**src/rtl/simon_game_if.sv**
```systemverilog
// ============================================================================
// Module   : simon_game_if
// Purpose  : Game-facing lines between the Simon game and its autoplayer.
// Revision : 1.0 - initial release
// ============================================================================
`default_nettype none

interface simon_game_if;
   logic [3:0] colour_in;
   logic [1:0] state_in;
   logic [3:0] btn_out;
   logic       start_out;

   modport master (
      input  colour_in,
      input  state_in,
      output btn_out,
      output start_out
   );

   modport slave (
      output colour_in,
      output state_in,
      input  btn_out,
      input  start_out
   );
endinterface

`default_nettype wire

```
**src/rtl/simon_autoplayer.sv**
```systemverilog
// ============================================================================
// Module   : simon_autoplayer
// Purpose  : Watches a Simon game's colour display, records it, replays it on
//            the buttons. AUTOPLAY_FAULT_INJECT_EN enables last-press corruption.
// Revision : 1.0 - initial release
// ============================================================================
`default_nettype none

module simon_autoplayer #(
   parameter int PRESS_CYCLES = 4,
   parameter int GAP_CYCLES   = 4,
   parameter int MAX_LEN      = 16
) (
   input  wire logic       clk,
   input  wire logic       rst_n,
   input  wire logic       go,
   input  wire logic       inject_fault,
   simon_game_if.master    game,
   output logic [4:0]      seq_len,
   output logic            err,
   output logic            busy
);

   typedef enum logic [2:0] {
      AP_IDLE    = 3'd0,
      AP_START   = 3'd1,
      AP_CAPTURE = 3'd2,
      AP_ARM     = 3'd3,
      AP_PRESS   = 3'd4,
      AP_GAP     = 3'd5,
      AP_WAITCHK = 3'd6
   } ap_state_t;

   localparam int         c_IDX_W      = (MAX_LEN > 1) ? $clog2(MAX_LEN) : 1;
   localparam logic [4:0] c_MAX_LEN    = 5'(MAX_LEN);
   localparam logic [15:0] c_PRESS_LAST = 16'(PRESS_CYCLES - 1);
   localparam logic [15:0] c_GAP_LAST   = 16'(GAP_CYCLES - 1);

   ap_state_t   r_state;
   logic [3:0]  r_col_s1, r_col_s2, r_col_d;
   logic [1:0]  r_st_s1, r_st_s2, r_st_d;
   logic        r_go_d;
   logic [4:0]  r_seq_len;
   logic [4:0]  r_idx;
   logic [15:0] r_cnt;
   logic [3:0]  r_btn;
   logic        r_start;
   logic        r_err;
   logic [1:0]  r_mem [MAX_LEN];

   logic        w_go_rise;
   logic        w_col_evt;
   logic        w_col_onehot;
   logic [1:0]  w_col_code;
   logic        w_exit;
   logic        w_abort_lvl;
   logic        w_abort_edge;
   logic        w_full;
   logic        w_store;
   logic [4:0]  w_press_idx;
   logic [1:0]  w_code;
   logic [3:0]  w_press_btn;

   assign w_go_rise    = go & ~r_go_d;
   assign w_col_evt    = (r_col_s2 != 4'b0000) && (r_col_d == 4'b0000) && (r_st_s2 == 2'b01);
   assign w_col_onehot = ((r_col_s2 & (r_col_s2 - 4'd1)) == 4'b0000);
   assign w_exit       = (r_st_d == 2'b01) && (r_st_s2 == 2'b10);
   assign w_abort_lvl  = (r_st_s2 == 2'b00);
   // Capture is entered while the game may still report IDLE, so only a fresh drop to 00 aborts there.
   assign w_abort_edge = w_abort_lvl && (r_st_d != 2'b00);
   assign w_full       = (r_seq_len == c_MAX_LEN);
   assign w_store      = (r_state == AP_CAPTURE) && !w_abort_edge && !w_exit &&
                         w_col_evt && w_col_onehot && !w_full;

   always_comb begin
      w_col_code = 2'd0;
      case (r_col_s2)
         4'b0010: w_col_code = 2'd1;
         4'b0100: w_col_code = 2'd2;
         4'b1000: w_col_code = 2'd3;
         default: w_col_code = 2'd0;
      endcase
   end

   assign w_press_idx = (r_state == AP_GAP) ? (r_idx + 5'd1) : 5'd0;

`ifdef AUTOPLAY_FAULT_INJECT_EN
   logic r_inject;
   logic w_inject_now;
   logic w_flip;
   // The request is sampled in AP_ARM, so the first press of the round sees it directly.
   assign w_inject_now = (r_state == AP_ARM) ? inject_fault : r_inject;
   assign w_flip       = w_inject_now && ((w_press_idx + 5'd1) == r_seq_len);
   assign w_code       = r_mem[w_press_idx[c_IDX_W-1:0]] ^ {1'b0, w_flip};

   always_ff @(posedge clk) begin
      if (!rst_n)
         r_inject <= 1'b0;
      else if (r_state == AP_ARM)
         r_inject <= inject_fault;
   end
`else
   logic w_unused;
   assign w_unused = ^{inject_fault, w_press_idx};
   assign w_code   = r_mem[w_press_idx[c_IDX_W-1:0]];
`endif

   assign w_press_btn = 4'b0001 << w_code;

   always_ff @(posedge clk) begin
      if (w_store)
         r_mem[r_seq_len[c_IDX_W-1:0]] <= w_col_code;
   end

   always_ff @(posedge clk) begin
      if (!rst_n) begin
         r_state   <= AP_IDLE;
         r_col_s1  <= 4'b0000;
         r_col_s2  <= 4'b0000;
         r_col_d   <= 4'b0000;
         r_st_s1   <= 2'b00;
         r_st_s2   <= 2'b00;
         r_st_d    <= 2'b00;
         r_go_d    <= 1'b0;
         r_seq_len <= 5'd0;
         r_idx     <= 5'd0;
         r_cnt     <= 16'd0;
         r_btn     <= 4'b0000;
         r_start   <= 1'b0;
         r_err     <= 1'b0;
      end else begin
         r_col_s1 <= game.colour_in;
         r_col_s2 <= r_col_s1;
         r_col_d  <= r_col_s2;
         r_st_s1  <= game.state_in;
         r_st_s2  <= r_st_s1;
         r_st_d   <= r_st_s2;
         r_go_d   <= go;
         r_start  <= 1'b0;

         case (r_state)
            AP_IDLE: begin
               r_btn <= 4'b0000;
               if (w_go_rise) begin
                  r_state   <= AP_START;
                  r_start   <= 1'b1;
                  r_err     <= 1'b0;
                  r_seq_len <= 5'd0;
               end
            end
            AP_START: r_state <= AP_CAPTURE;
            AP_CAPTURE: begin
               if (w_abort_edge) begin
                  r_state <= AP_IDLE;
                  r_btn   <= 4'b0000;
               end else if (w_exit) begin
                  r_state <= AP_ARM;
                  r_idx   <= 5'd0;
               end else if (w_col_evt) begin
                  if (!w_col_onehot || w_full)
                     r_err <= 1'b1;
                  else
                     r_seq_len <= r_seq_len + 5'd1;
               end
            end
            AP_ARM: begin
               if (w_abort_lvl) begin
                  r_state <= AP_IDLE;
                  r_btn   <= 4'b0000;
               end else if (r_seq_len == 5'd0) begin
                  r_err   <= 1'b1;
                  r_state <= AP_WAITCHK;
               end else begin
                  r_state <= AP_PRESS;
                  r_btn   <= w_press_btn;
                  r_cnt   <= 16'd0;
               end
            end
            AP_PRESS: begin
               if (w_abort_lvl) begin
                  r_state <= AP_IDLE;
                  r_btn   <= 4'b0000;
               end else if (r_cnt == c_PRESS_LAST) begin
                  r_state <= AP_GAP;
                  r_btn   <= 4'b0000;
                  r_cnt   <= 16'd0;
               end else begin
                  r_cnt <= r_cnt + 16'd1;
               end
            end
            AP_GAP: begin
               if (w_abort_lvl) begin
                  r_state <= AP_IDLE;
                  r_btn   <= 4'b0000;
               end else if (r_cnt == c_GAP_LAST) begin
                  r_idx <= r_idx + 5'd1;
                  r_cnt <= 16'd0;
                  if ((r_idx + 5'd1) == r_seq_len) begin
                     r_state <= AP_WAITCHK;
                  end else begin
                     r_state <= AP_PRESS;
                     r_btn   <= w_press_btn;
                  end
               end else begin
                  r_cnt <= r_cnt + 16'd1;
               end
            end
            AP_WAITCHK: begin
               r_btn <= 4'b0000;
               if (r_st_s2 == 2'b01) begin
                  r_seq_len <= 5'd0;
                  r_state   <= AP_CAPTURE;
               end else if (r_st_s2 == 2'b00) begin
                  r_state <= AP_IDLE;
               end
            end
            default: begin
               r_state <= AP_IDLE;
               r_btn   <= 4'b0000;
            end
         endcase
      end
   end

   assign game.btn_out   = r_btn;
   assign game.start_out = r_start;
   assign seq_len        = r_seq_len;
   assign err            = r_err;
   assign busy           = (r_state != AP_IDLE);

endmodule

`default_nettype wire

```
**src/flat_wrapper.sv**
```systemverilog
// flat-port wrapper written by rule: the top's interface ports become plain ports
module simon_autoplayer_flat 
#(
   parameter int PRESS_CYCLES = 4,
   parameter int GAP_CYCLES   = 4,
   parameter int MAX_LEN      = 16
)
  (clk, rst_n, go, inject_fault, seq_len, err, busy, game_colour_in, game_state_in, game_btn_out, game_start_out);
  simon_game_if game_i ();
  input  wire logic clk;
  input  wire logic rst_n;
  input  wire logic go;
  input  wire logic inject_fault;
  output logic [4:0] seq_len;
  output logic err;
  output logic busy;
  input wire logic [$bits(game_i.colour_in)-1:0] game_colour_in;
  input wire logic [$bits(game_i.state_in)-1:0] game_state_in;
  output wire logic [$bits(game_i.btn_out)-1:0] game_btn_out;
  output wire logic [$bits(game_i.start_out)-1:0] game_start_out;
  assign game_i.colour_in = game_colour_in;
  assign game_i.state_in = game_state_in;
  assign game_btn_out = game_i.btn_out;
  assign game_start_out = game_i.start_out;
  simon_autoplayer #(.PRESS_CYCLES(PRESS_CYCLES), .GAP_CYCLES(GAP_CYCLES), .MAX_LEN(MAX_LEN)) u_core (.clk(clk), .rst_n(rst_n), .go(go), .inject_fault(inject_fault), .game(game_i), .seq_len(seq_len), .err(err), .busy(busy));
endmodule
```
**config.mk**
```make
export PLATFORM = sky130hd
export DESIGN_NAME = simon_autoplayer_flat
export DESIGN_NICKNAME = d
export VERILOG_FILES = /design/src/rtl/simon_game_if.sv /design/src/rtl/simon_autoplayer.sv /design/src/flat_wrapper.sv
export SDC_FILE = /design/constraint.sdc
export NUM_CORES = 1
export LEC_CHECK = 0
export BUFFER_PORTS_ARGS = -buffer_cell sky130_fd_sc_hd__buf_2
export CORE_MARGIN = 4
export CORE_UTILIZATION = 40
export DETAILED_ROUTE_END_ITERATION = 10
export PLACE_DENSITY = 0.56
export SLEW_MARGIN = 30
export SYNTH_ARGS = -nofsm -noshare
export SYNTH_HDL_FRONTEND = slang
export SYNTH_SLANG_ARGS = --single-unit
```
**constraint.sdc**
```tcl
create_clock -name clk -period 2.9 [get_ports clk]
set_input_delay 0 -clock clk [delete_from_list [all_inputs] [get_ports clk]]
set_output_delay 0 -clock clk [all_outputs]
set_load 0.03 [all_outputs]
```
==> results of run 1 <==
==> registers in the layout, indices dropped and copies added, names as in the netlist <==
signal	count
u_core.r_mem	32
u_core.r_cnt	16
u_core.r_idx	5
u_core.seq_len	5
u_core.game.btn_out	4
u_core.r_col_d	4
u_core.r_col_s1	4
u_core.r_col_s2	4
u_core.r_state	3
u_core.r_st_d	2
u_core.r_st_s1	2
u_core.r_st_s2	2
u_core.err	1
u_core.game.start_out	1
u_core.r_go_d	1
==> area by class of cell <==
class                   instances  area, sq um
inverters                      14         52.6
well taps                     133          166
multi-input cells             284         1870
clock buffers                  11          131
fillers                       983         5280
repair buffers                 38          253
flip-flops and latches         86         2040
clock inverters                 5         26.3
==> per-layer routing <==
layer	global-route usage	up-vias	wire length [microns]
met5	0	-	0
met4	0.0658	0	140
met3	0.0352	13	290
met2	0.246	39	3840
met1	0.221	1434	4310
li1	-	1519	-
==> kinds of logic after synthesis <==
group,after synthesis,synth area share
adders and majority gates,7,0.0210
AOI/OAI and AO/OA,82,0.136
DFF,86,0.505
xor gates and xnor gates,23,0.0545
and+or+nand+nor,161,0.218
muxes,11,0.0334
buffers and inverters,31,0.0328
==> worst min path at each step <==
stage | from | to | slack (ps) | depth (start not counted)
4_1_cts | rst_n | u_core.r_col_s1[0] | 30 | 2
6_report | rst_n | u_core.r_st_s1[0] | 30 | 2
5_1_grt | rst_n | u_core.r_col_s2[1] | 50 | 2
3_3_place_gp | game_state_in[0] | u_core.r_st_s1[0] | 210 | 2
3_5_place_dp | game_colour_in[3] | u_core.r_col_s1[3] | 210 | 2
2_1_floorplan | go | u_core.r_go_d | 120 | 1
==> power breakdown <==
part           internal (mW)  total [mW]  leakage (nW)  switching [mW]
combinational         0.0662       0.163         0.785          0.0972
sequential              1.27        1.28         0.732          0.0112
clock                  0.303       0.717        0.0721           0.413
==> layout by cell type (no fill, tap or decap), drive strengths merged, types with 7 or more instances in the layout <==
| cell | n |
|---|---|
| a211oi | 11 |
| a21oi | 21 |
| and2 | 22 |
| buf | 31 |
| clkbuf | 11 |
| dfxtp | 54 |
| dlygate4sd3 | 7 |
| edfxtp | 32 |
| inv | 14 |
| mux2i | 9 |
| nand2 | 17 |
| nand2b | 8 |
| nand3 | 11 |
| nor2 | 42 |
| nor3 | 17 |
| o21ai | 19 |
| or3 | 8 |
| xnor2 | 17 |
==> timing repair <==
item                       in CTS  in global routing
buffers inserted                0                  0
setup endpoints to repair       0                  0
hold endpoints to repair        8                  0
hold buffers                    7                  0
==> worst reg2reg max path, delay by kind of cell, from the launching register on <==
| family | cells | cell delay, ps |
|---|---|---|
| fa+ha+maj | 1 | 230 |
| simple gates | 5 | 1270 |
| flops | 1 | 460 |
| buf+inv | 1 | 120 |
| compound gates | 1 | 80 |
==> run summary, run 1 <==
Source of the critical timing path: u_core.seq_len[1]. Number of buffers between clock root and the deepest sink: 2. The area inside the core boundary is 9820 sq um.

The tools report the total die area as 11800 sq um. The signal on the critical path passes through inv_1 > ha_1 > nand4bb_1 > and3_1 > o21ai_0 > nor3b_1 > nand2_1 > nor3_1. The fraction of registers with async set or reset after synthesis was 0. The cell area that synthesis handed to floorplanning was 4040 sq um. The total leakage power is 1.59 nW, and the post-route worst setup slack is 411 ps.

The run gives 34.5 ps as the final hold slack. In this run the critical register-to-register path is captured at u_core.r_mem[1][0]. Clock tree synthesis found a total of 86 sinks.

The run finished with clean final reports. Counting flops with a built-in enable in the synthesized netlist gives 32. Compared with the post-synthesis result, the final layout area differs by 12.3%. The level count of the clock H-tree was 3; the initial antenna violation count was 0. The cell area power density is 476 nW/um^2, and the number of search-and-repair iterations in the first detailed-routing pass is 4.

The final estimated routing congestion in global placement was 0.764; the via count of the routed design was 3005. The worst setup path is launched from a register. For the total overflow reported by the global router, the log shows 0.

The highest cell delay on the worst timing path was 460 ps. The total inserted antenna cells was 0. In this run the worst path has a maximum fanout of 6.

The accumulated negative setup slack was 0 ps. Sorting the synthesized cells by area gives the leading types as sky130_fd_sc_hd__dfxtp_1 (27%), sky130_fd_sc_hd__edfxtp_1 (24%), sky130_fd_sc_hd__nor2_1 (3.8%). The worst endpoint data arrival time was 2530 ps; the placed wire-length estimate was 6030 microns. After the last flow step, the layout net total stands at 449.

Grouping stages by cell kind, the critical path spends the most delay in simple AND/OR/NAND/NOR gates. The fraction of layout instances using a drive strength above 1 was 0.123; the final number of setup-violating endpoints was 0. Using the TritonRoute via totals, the vias-per-cell ratio works out to 5.26. Clock-pin slew was measured on the worst setup and hold paths at 80 ps.

The detail route stage leaves a number of antenna-violating nets equal to 0. Part of the Yosys area used for sequential elements: 0.505. The finished cells cover 4540 sq um. The number of nets in the synthesized netlist is 417, and the post-place instance area is 4310 sq um. The required time reported for the critical path endpoint was 2940 ps; the share of the clock period used by the worst path was 0.858.

Setup repair after global routing left no endpoint under its margin. The transition time at the pin with the least slew margin is 661 ps. In this run the clock root is driven by a sky130_fd_sc_hd__clkbuf_8. Gates resized during post-CTS repair numbered 0. The sum of buffers and inverters on the critical path works out to 1. The number of top-level pins was 22; the overall die width was 109 microns.

The depth of the critical timing path with buffers and inverters included came out at 8. The distinct cell type count after synthesis is 56, and the global-route wire length before repair is 14700 microns. Total of max-cap violations: 0. For this run, the leading register cell type out of synthesis is sky130_fd_sc_hd__dfxtp_1. Of all cell types, the one taking the most synthesized area is sky130_fd_sc_hd__dfxtp_1. The run gives 0.000253 V as the maximum ir drop on the vdd rail.

For the worst flop-to-flop path, the logic depth is 8. The logs give 401 for the synthesized instance count and 2.16 mW for the total chip power. The via count of the first global-routing pass is 2884, and the yosys synthesis warning count is 0. By startpoint and endpoint, the worst setup path is classified as reg -> reg.

Input and output buffers added on the ports amount to 20. Highest attainable clock frequency: 402 MHz. The number of instances in the placed design is 548. The vertical die dimension is 109 microns, and the later-pin clock latency in the skew report is 360 ps. For the final core area utilization, the log shows 0.462.

The number of design-rule violations left by the first detailed-router iteration is 124. The total wirelength of the detailed-routed design was 8590 microns. The maximum number of pins on one net before global-route repair came out at 21.

The worst relative slew slack was 0.558; the synthesized area per cell was 10.1 sq um. In the routed design, unresolved DRC markers number 0. Counting instances in the post-synthesis netlist gives the leading cell types as sky130_fd_sc_hd__dfxtp_1 (54), sky130_fd_sc_hd__nor2_1 (41), sky130_fd_sc_hd__edfxtp_1 (32), sky130_fd_sc_hd__and2_1 (22), sky130_fd_sc_hd__a21oi_1 (21).

The final non-filler cell total is 571, and the internal reg-to-reg setup slack is 410 ps. The capturing element type of the critical path was a register. The initial standard-cell utilization of the core is 0.412. The library cell with the highest instance count after synthesis is sky130_fd_sc_hd__dfxtp_1.

After layout, the minimum clock period comes to 2490 ps. The tools report the last element of the critical path as u_core.r_mem[1][0]. Synthesis-stage register bit count: 86.

The class of the tightest hold or removal check is in -> reg. The pre-CTS setup slack was 384 ps. The hold violation count in the final report came out at 0. The maximum clock skew at final layout was 12.0 ps. The final number of max-transition violations was 0; the global-route total usage across every layer was 0.161. The routed length per placed instance is 15.0 microns. The tools report the reg-to-reg critical path startpoint as u_core.seq_len[1]. The number of clock buffers added by TritonCTS is 9.

The top cell type's share of synthesized area works out to 0.267. Cell with the largest stage delay on the worst path: sky130_fd_sc_hd__dfxtp_1. In this run the core area contains 36 standard-cell rows. TritonCTS built the clock tree.
No activity file was read; power rests on OpenSTA's default activity.
==> inputs of run 2 (changes only) <==
MAX_ROUTING_LAYER = met4   (was default)
==> run summary, run 2 (synthesized netlist as in run 1, its figures left out) <==
In this run the critical register-to-register path is captured at u_core.r_mem[1][0]. The logs give 0.559 for the worst relative slew slack and 130 for the number of design-rule violations left by the first detailed-router iteration. The tools report the total inserted antenna cells as 0. The setup check on the worst reg-to-reg path leaves a slack of 410 ps. The placed wire-length estimate is 6030 microns, and the highest cell delay on the worst timing path is 460 ps.

For the worst-skew pair, the clock arrives at the later sink with an insertion delay of 360 ps. Across the run, the number of max-cap violations was 0. The clock tree synthesis step divided the H-tree into 3 levels.

The length in cells of the worst reg-to-reg path is 8. The global-route wire length before repair is 14700 microns, and the via count of the first global-routing pass is 2879. Combined area of the multi-input logic cells: 1870 sq um. The logs give 0.412 for the initial standard-cell utilization of the core and 0 for the number of buffers inserted to repair setup after CTS.

STA puts the critical path data required time at 2940 ps. In this run, CTS created clock tree buffers numbering 9. Layout overhead on the synthesized area: 12.3%.

TritonCTS built the clock tree. The tools report the source of the critical timing path as u_core.seq_len[1]. Dividing total power by cell area gives a power density of 475 nW/um^2. The library cell used most frequently in the layout, excluding fill and tap cells, is sky130_fd_sc_hd__dfxtp_1. After detailed placement, the total cell area comes to 4310 sq um. Following the worst setup path forward leads to its endpoint at u_core.r_mem[1][0]. During placement, the flow inserted port buffers numbering 20.

Setup violations remaining at the end of the flow were counted as 0. The overall die width is 109 microns. The tools report the cell at the root of the clock tree as sky130_fd_sc_hd__clkbuf_8.

The critical path startpoint category was a register. The run gives 2520 ps as the worst endpoint data arrival time. The number of top-level pins is 22.

The worst register-to-register path begins at u_core.seq_len[1]. The vertical die dimension is 109 microns. STA classifies the critical path endpoint as a register. The routed design has 8570 microns of wire.

For the hold violation count in the final report, the log shows 0. Before antenna repair, the detailed router went through 4 iterations. The routed length per placed instance came out at 15.0 microns. The logs give 0.000253 V for the maximum ir drop on the vdd rail and 3015 for the via count of the routed design. The fraction of layout instances using a drive strength above 1 is 0.123. The share of the clock period used by the worst path is 0.858, and the number of nets with antenna violations after detailed routing is 0. Counting instances, the worst hold path has a depth of 2. The floorplan has 36 rows. The initial antenna violation count came out at 0.

The final critical path time including I/O delays and setup came out at 2490 ps. The flow ran to the end, and the final reports show no timing, DRC or antenna violations. At the end of the flow, the number of nets in the layout was 449. Class of the tightest hold or removal check: in -> reg. Setup repair after global routing left no endpoint under its margin. Clock-pin slew was measured on the worst setup and hold paths at 80 ps.

The register with the most flip-flops in the layout has 32 of them. After clock tree synthesis, the repair step resized 0 gates. Global routing finished with a remaining overflow of 0. The critical path goes through inv_1 > ha_1 > nand4bb_1 > and3_1 > o21ai_0 > nor3b_1 > nand2_1 > nor3_1. The number of buffers between clock root and the deepest sink came out at 2. The tools report the accumulated negative setup slack as 0 ps. The largest fanout on the critical path is 6, and the number of vias per cell after detailed routing is 5.28.

For the maximum number of pins on one net before global-route repair, the log shows 21. For this run, the top clock speed supported by timing is 402 MHz. Summing all non-filler instances in the final layout gives an area of 4540 sq um. The transition time at the pin with the least slew margin was 660 ps. The global-route total usage across every layer was 0.166. Cell with the largest stage delay on the worst path: sky130_fd_sc_hd__dfxtp_1.

The tools report the final estimated routing congestion in global placement as 0.774. The logs give 11.0 ps for the maximum clock skew at final layout and 9820 sq um for the area inside the core boundary. The die covers 11800 sq um.

In the routed design, unresolved DRC markers number 0. The setup path with the least slack is of type reg -> reg. The logs give 1.59 nW for the total leakage power and 0 for the final number of max-transition violations. Total power for the finished layout comes to 2.16 mW. The tools report the sequential cell area in the final layout as 2040 sq um. Clock tree synthesis found a total of 86 sinks.

In the layout the commonest cells are sky130_fd_sc_hd__dfxtp_1 (54), sky130_fd_sc_hd__nor2_1 (41), sky130_fd_sc_hd__edfxtp_1 (32), sky130_fd_sc_hd__and2_1 (22), sky130_fd_sc_hd__a21oi_1 (21). Number of fill cells in the layout: 983.
[run 2: cell counts in the layout (fill, tap and decap cells not counted)]
No cell type changed its count.
[run 2: report_power, final]
part	switching [mW]	leakage [nW]	total (mW)	internal [mW]
Combinational	0.0971	0.785	0.163	0.0662
Clock	0.411	0.0721	0.714	0.303
Sequential	0.0112	0.732	1.28	1.27
[run 2: how the worst min path moves through the flow]
stage	startpoint	to	slack, ps
after floorplan	go	u_core.r_go_d	120
after global placement	game_state_in[0]	u_core.r_st_s1[0]	210
after detailed placement	game_colour_in[3]	u_core.r_col_s1[3]	210
after CTS	rst_n	u_core.r_col_s1[0]	30
after global routing	rst_n	u_core.r_col_s2[1]	50
final	rst_n	u_core.r_st_s1[0]	40
[run 2: per-stage QoR]
step	setup WS (ps)	cells	utilization	hold WS [ps]
6_report	411	571	0.462	39.2
5_1_grt	112	571	0.462	53.5
4_1_cts	367	571	0.462	30.5
3_5_place_dp	384	548	0.439	211
3_3_place_gp	477	548	0.439	207
2_1_floorplan	552	401	-	122
[run 2: worst max-delay path: cells and delay by family, from the launching register on]
family                     cells  cell delay [ps]
and+or+nand+nor                5             1270
DFF                            1              460
adders and majority gates      1              230
buffers and inverters          1              120
AOI/OAI and AO/OA              1               80
[run 2: what timing repair did]
action                                 in CTS  in global routing
endpoints found under the hold margin       8                  0
setup endpoints to repair                   0                  0
hold buffers                                7                  0
[run 2: metal layers]
metal	share of wire	wire [microns]	track usage
met5	0	0	-
met4	0.017	149	0.0658
met3	0.030	260	0.0352
met2	0.45	3850	0.247
met1	0.50	4310	0.220
[run 2: layout make-up]
cell class	count	share of cell area
sequential	86	0.450
clock inverter	5	0.00579
timing repair buffer	38	0.0557
tap	133	0.0367
inverter	14	0.0116
multi-input combinational	284	0.412
clock buffer	11	0.0289
==> inputs of run 3 (changes only) <==
PLACE_DENSITY = 0.55   (was 0.56)
==> run summary, run 3 (synthesized netlist as in run 1, its figures left out) <==
The run finished with clean final reports. The top cell types in the final layout, fill and taps aside, are sky130_fd_sc_hd__dfxtp_1 (54), sky130_fd_sc_hd__nor2_1 (41), sky130_fd_sc_hd__edfxtp_1 (32), sky130_fd_sc_hd__and2_1 (22), sky130_fd_sc_hd__a21oi_1 (21). For the required time reported for the critical path endpoint, the log shows 2950 ps. At the later pin of the worst-skew pair, clock insertion delay measures 360 ps.

The maximum clock skew at final layout is 12.9 ps, and the number of nets with antenna violations after detailed routing is 0. Setup violations remaining at the end of the flow were counted as 0. Power spread over the standard cell area amounts to 507 nW/um^2.

Traced cell by cell, the critical path runs through inv_1 > ha_1 > nand4bb_1 > and3_1 > o21ai_0 > nor3b_1 > nand2_1 > nor3_1. The critical path startpoint category is a register. The tools report the number of fill cells in the layout as 963. The run gives 8470 microns as the total wirelength of the detailed-routed design. 22 I/O pins were placed. The floorplan step defined a die boundary enclosing 11800 sq um.

The initial standard-cell utilization of the core came out at 0.412. The critical path in this run is classified as reg -> reg. At the worst endpoint, the arrival time is 2600 ps. Grouping stages by cell kind, the critical path spends the most delay in simple AND/OR/NAND/NOR gates. TritonCTS built the clock tree.

The final number of max-transition violations is 0, and the post-place instance area is 4300 sq um. The length in cells of the worst reg-to-reg path was 8. The reg-to-reg critical path startpoint was u_core.seq_len[0]. The tools report the end of the worst hold path as u_core.r_state[1].

Routability-driven placement finished with a final weighted congestion of 0.802. The number of port buffers is 20. The run gives 4570 sq um as the post-route standard cell area excluding fillers. Across all register-to-register paths, the minimum setup slack is 340 ps. CTS saw 86 sinks.

The first global-routing pass estimated 14000 microns of wire. The tools report the number of buffers created by CTS as 9. In this run the vertical extent of the chip is 109 microns. The routed layout has 2969 vias.

The tools report the maximum ir drop on the vdd rail as 0.000274 V. The placement row count is 36, and the largest fanout on the critical path is 6. On the worst path, the slowest cell contributes a delay of 470 ps.

The logs give 1.61 nW for the total leakage power and 3 for the level count of the clock H-tree. The register with the most flip-flops in the layout has 32 of them. The global-route total usage across every layer came out at 0.157.

The longest clock path from root to sink contains 2 buffers. The initial antenna violation count was 0; the sum of buffers and inverters on the critical path was 1. The transition time at the pin with the least slew margin works out to 623 ps.

Share of the clock period used by the worst path: 0.881. The tools report the capturing element type of the critical path as a register. The worst hold path belongs to the class in -> reg. Timing would allow up to 391 MHz. Total inserted antenna cells: 0. In this run the standard cell core region covers 9820 sq um. The number of nets in the layout is 447, and the placed wire-length estimate is 5870 microns. Leaving out fill and tap cells, the most frequent cell in the layout is sky130_fd_sc_hd__dfxtp_1. Fraction of layout instances using a drive strength above 1: 0.128.

The hold violation count in the final report came out at 0. On the critical path, the stage with the largest delay is an instance of sky130_fd_sc_hd__nor3b_1. After detailed routing, the number of remaining DRC violations is 0.

Gates resized during post-CTS repair numbered 0. The hold path depth was 2. Post-CTS timing repair inserted 0 buffers for setup. Setup repair after global routing left no endpoint under its margin. In this run the clock root is driven by a sky130_fd_sc_hd__clkbuf_8. The total of max-cap violations was 0; the final critical path time including I/O delays and setup was 2560 ps. The via count of the first global-routing pass is 2810, and the number of design-rule violations left by the first detailed-router iteration is 169. The tools report the quantity of hold-fixing buffers added after cts as 7.

After clock tree synthesis, the clock-pin slew on the worst setup and hold paths is 100 ps. For the maximum number of pins on one net before global-route repair, the log shows 28. The logs give 4 for the number of search-and-repair iterations in the first detailed-routing pass and 0 ps for the accumulated negative setup slack. In this run the most critical hold path is launched from rst_n. In the final routed layout, each cell accounts on average for 14.9 microns.

The total overflow reported by the global router is 0. Measured along the x axis, the die boundary spans 109 microns. The tools report the worst relative slew slack as 0.584.

The endpoint identified for the worst register-to-register timing path is u_core.r_mem[1][1]. The number of vias per cell after detailed routing works out to 5.22. From synthesis to final layout, the design area changed by 13.1%.
run 3: cell types whose count changed in the layout (fill, tap and decap cells not counted):
cell,delta
sky130_fd_sc_hd__buf_4,-2
sky130_fd_sc_hd__bufinv_16,+1
sky130_fd_sc_hd__clkbuf_1,-2
sky130_fd_sc_hd__clkinv_1,-2
sky130_fd_sc_hd__clkinv_4,+1
sky130_fd_sc_hd__clkinvlp_4,-1
sky130_fd_sc_hd__inv_6,+1
sky130_fd_sc_hd__inv_8,+2
run 3: worst max-delay path by stage:
stage,startpoint,endpoint,cells after the start
global route,u_core.seq_len[0],u_core.r_mem[2][0],8
detailed placement,u_core.seq_len[0],u_core.r_mem[0][1],8
floorplan,u_core.seq_len[0],u_core.r_mem[0][0],8
finish,u_core.seq_len[0],u_core.r_mem[1][1],8
global placement,u_core.seq_len[0],u_core.r_mem[0][0],8
CTS,u_core.seq_len[0],u_core.r_mem[0][1],8
run 3: final cells by class:
type / count / area (sq um) / area share
clock buffers: 9 / 124 / 0.0271
clock inverters: 7 / 81.3 / 0.0178
inverters: 14 / 52.6 / 0.0115
multi-input cells: 284 / 1870 / 0.409
flip-flops and latches: 86 / 2040 / 0.447
well taps: 133 / 166 / 0.0364
repair buffers: 36 / 238 / 0.0520
run 3: metal layers:
layer,global-route usage,share of wire
met5,-,0
met4,0.0496,0.0081
met3,0.0394,0.037
met2,0.232,0.44
met1,0.212,0.52
run 3: through the flow:
stage | power, mW | instances | hold slack, ps | setup WS [ps] | util
floorplan | 1.42 | 401 | 122 | 552 | -
global placement | 1.46 | 546 | 205 | 408 | 0.438
detailed placement | 1.47 | 546 | 211 | 346 | 0.438
CTS | 2.35 | 569 | 64.1 | 335 | 0.466
global route | 2.41 | 569 | 99.6 | 25.4 | 0.466
finish | 2.32 | 569 | 81.3 | 345 | 0.466
run 3: power by group:
group | leakage (nW) | switching, mW | internal [mW]
clock | 0.101 | 0.462 | 0.412
combinational | 0.775 | 0.0933 | 0.0647
sequential | 0.732 | 0.0167 | 1.27
run 3: worst reg2reg max path: stages, from the launching register on:
cell	delay, ps
sky130_fd_sc_hd__dfxtp_1	460
sky130_fd_sc_hd__inv_1	130
sky130_fd_sc_hd__ha_1	250
sky130_fd_sc_hd__nand4bb_1	140
sky130_fd_sc_hd__and3_1	180
sky130_fd_sc_hd__o21ai_0	80
sky130_fd_sc_hd__nor3b_1	470
sky130_fd_sc_hd__nand2_1	250
sky130_fd_sc_hd__nor3_1	280
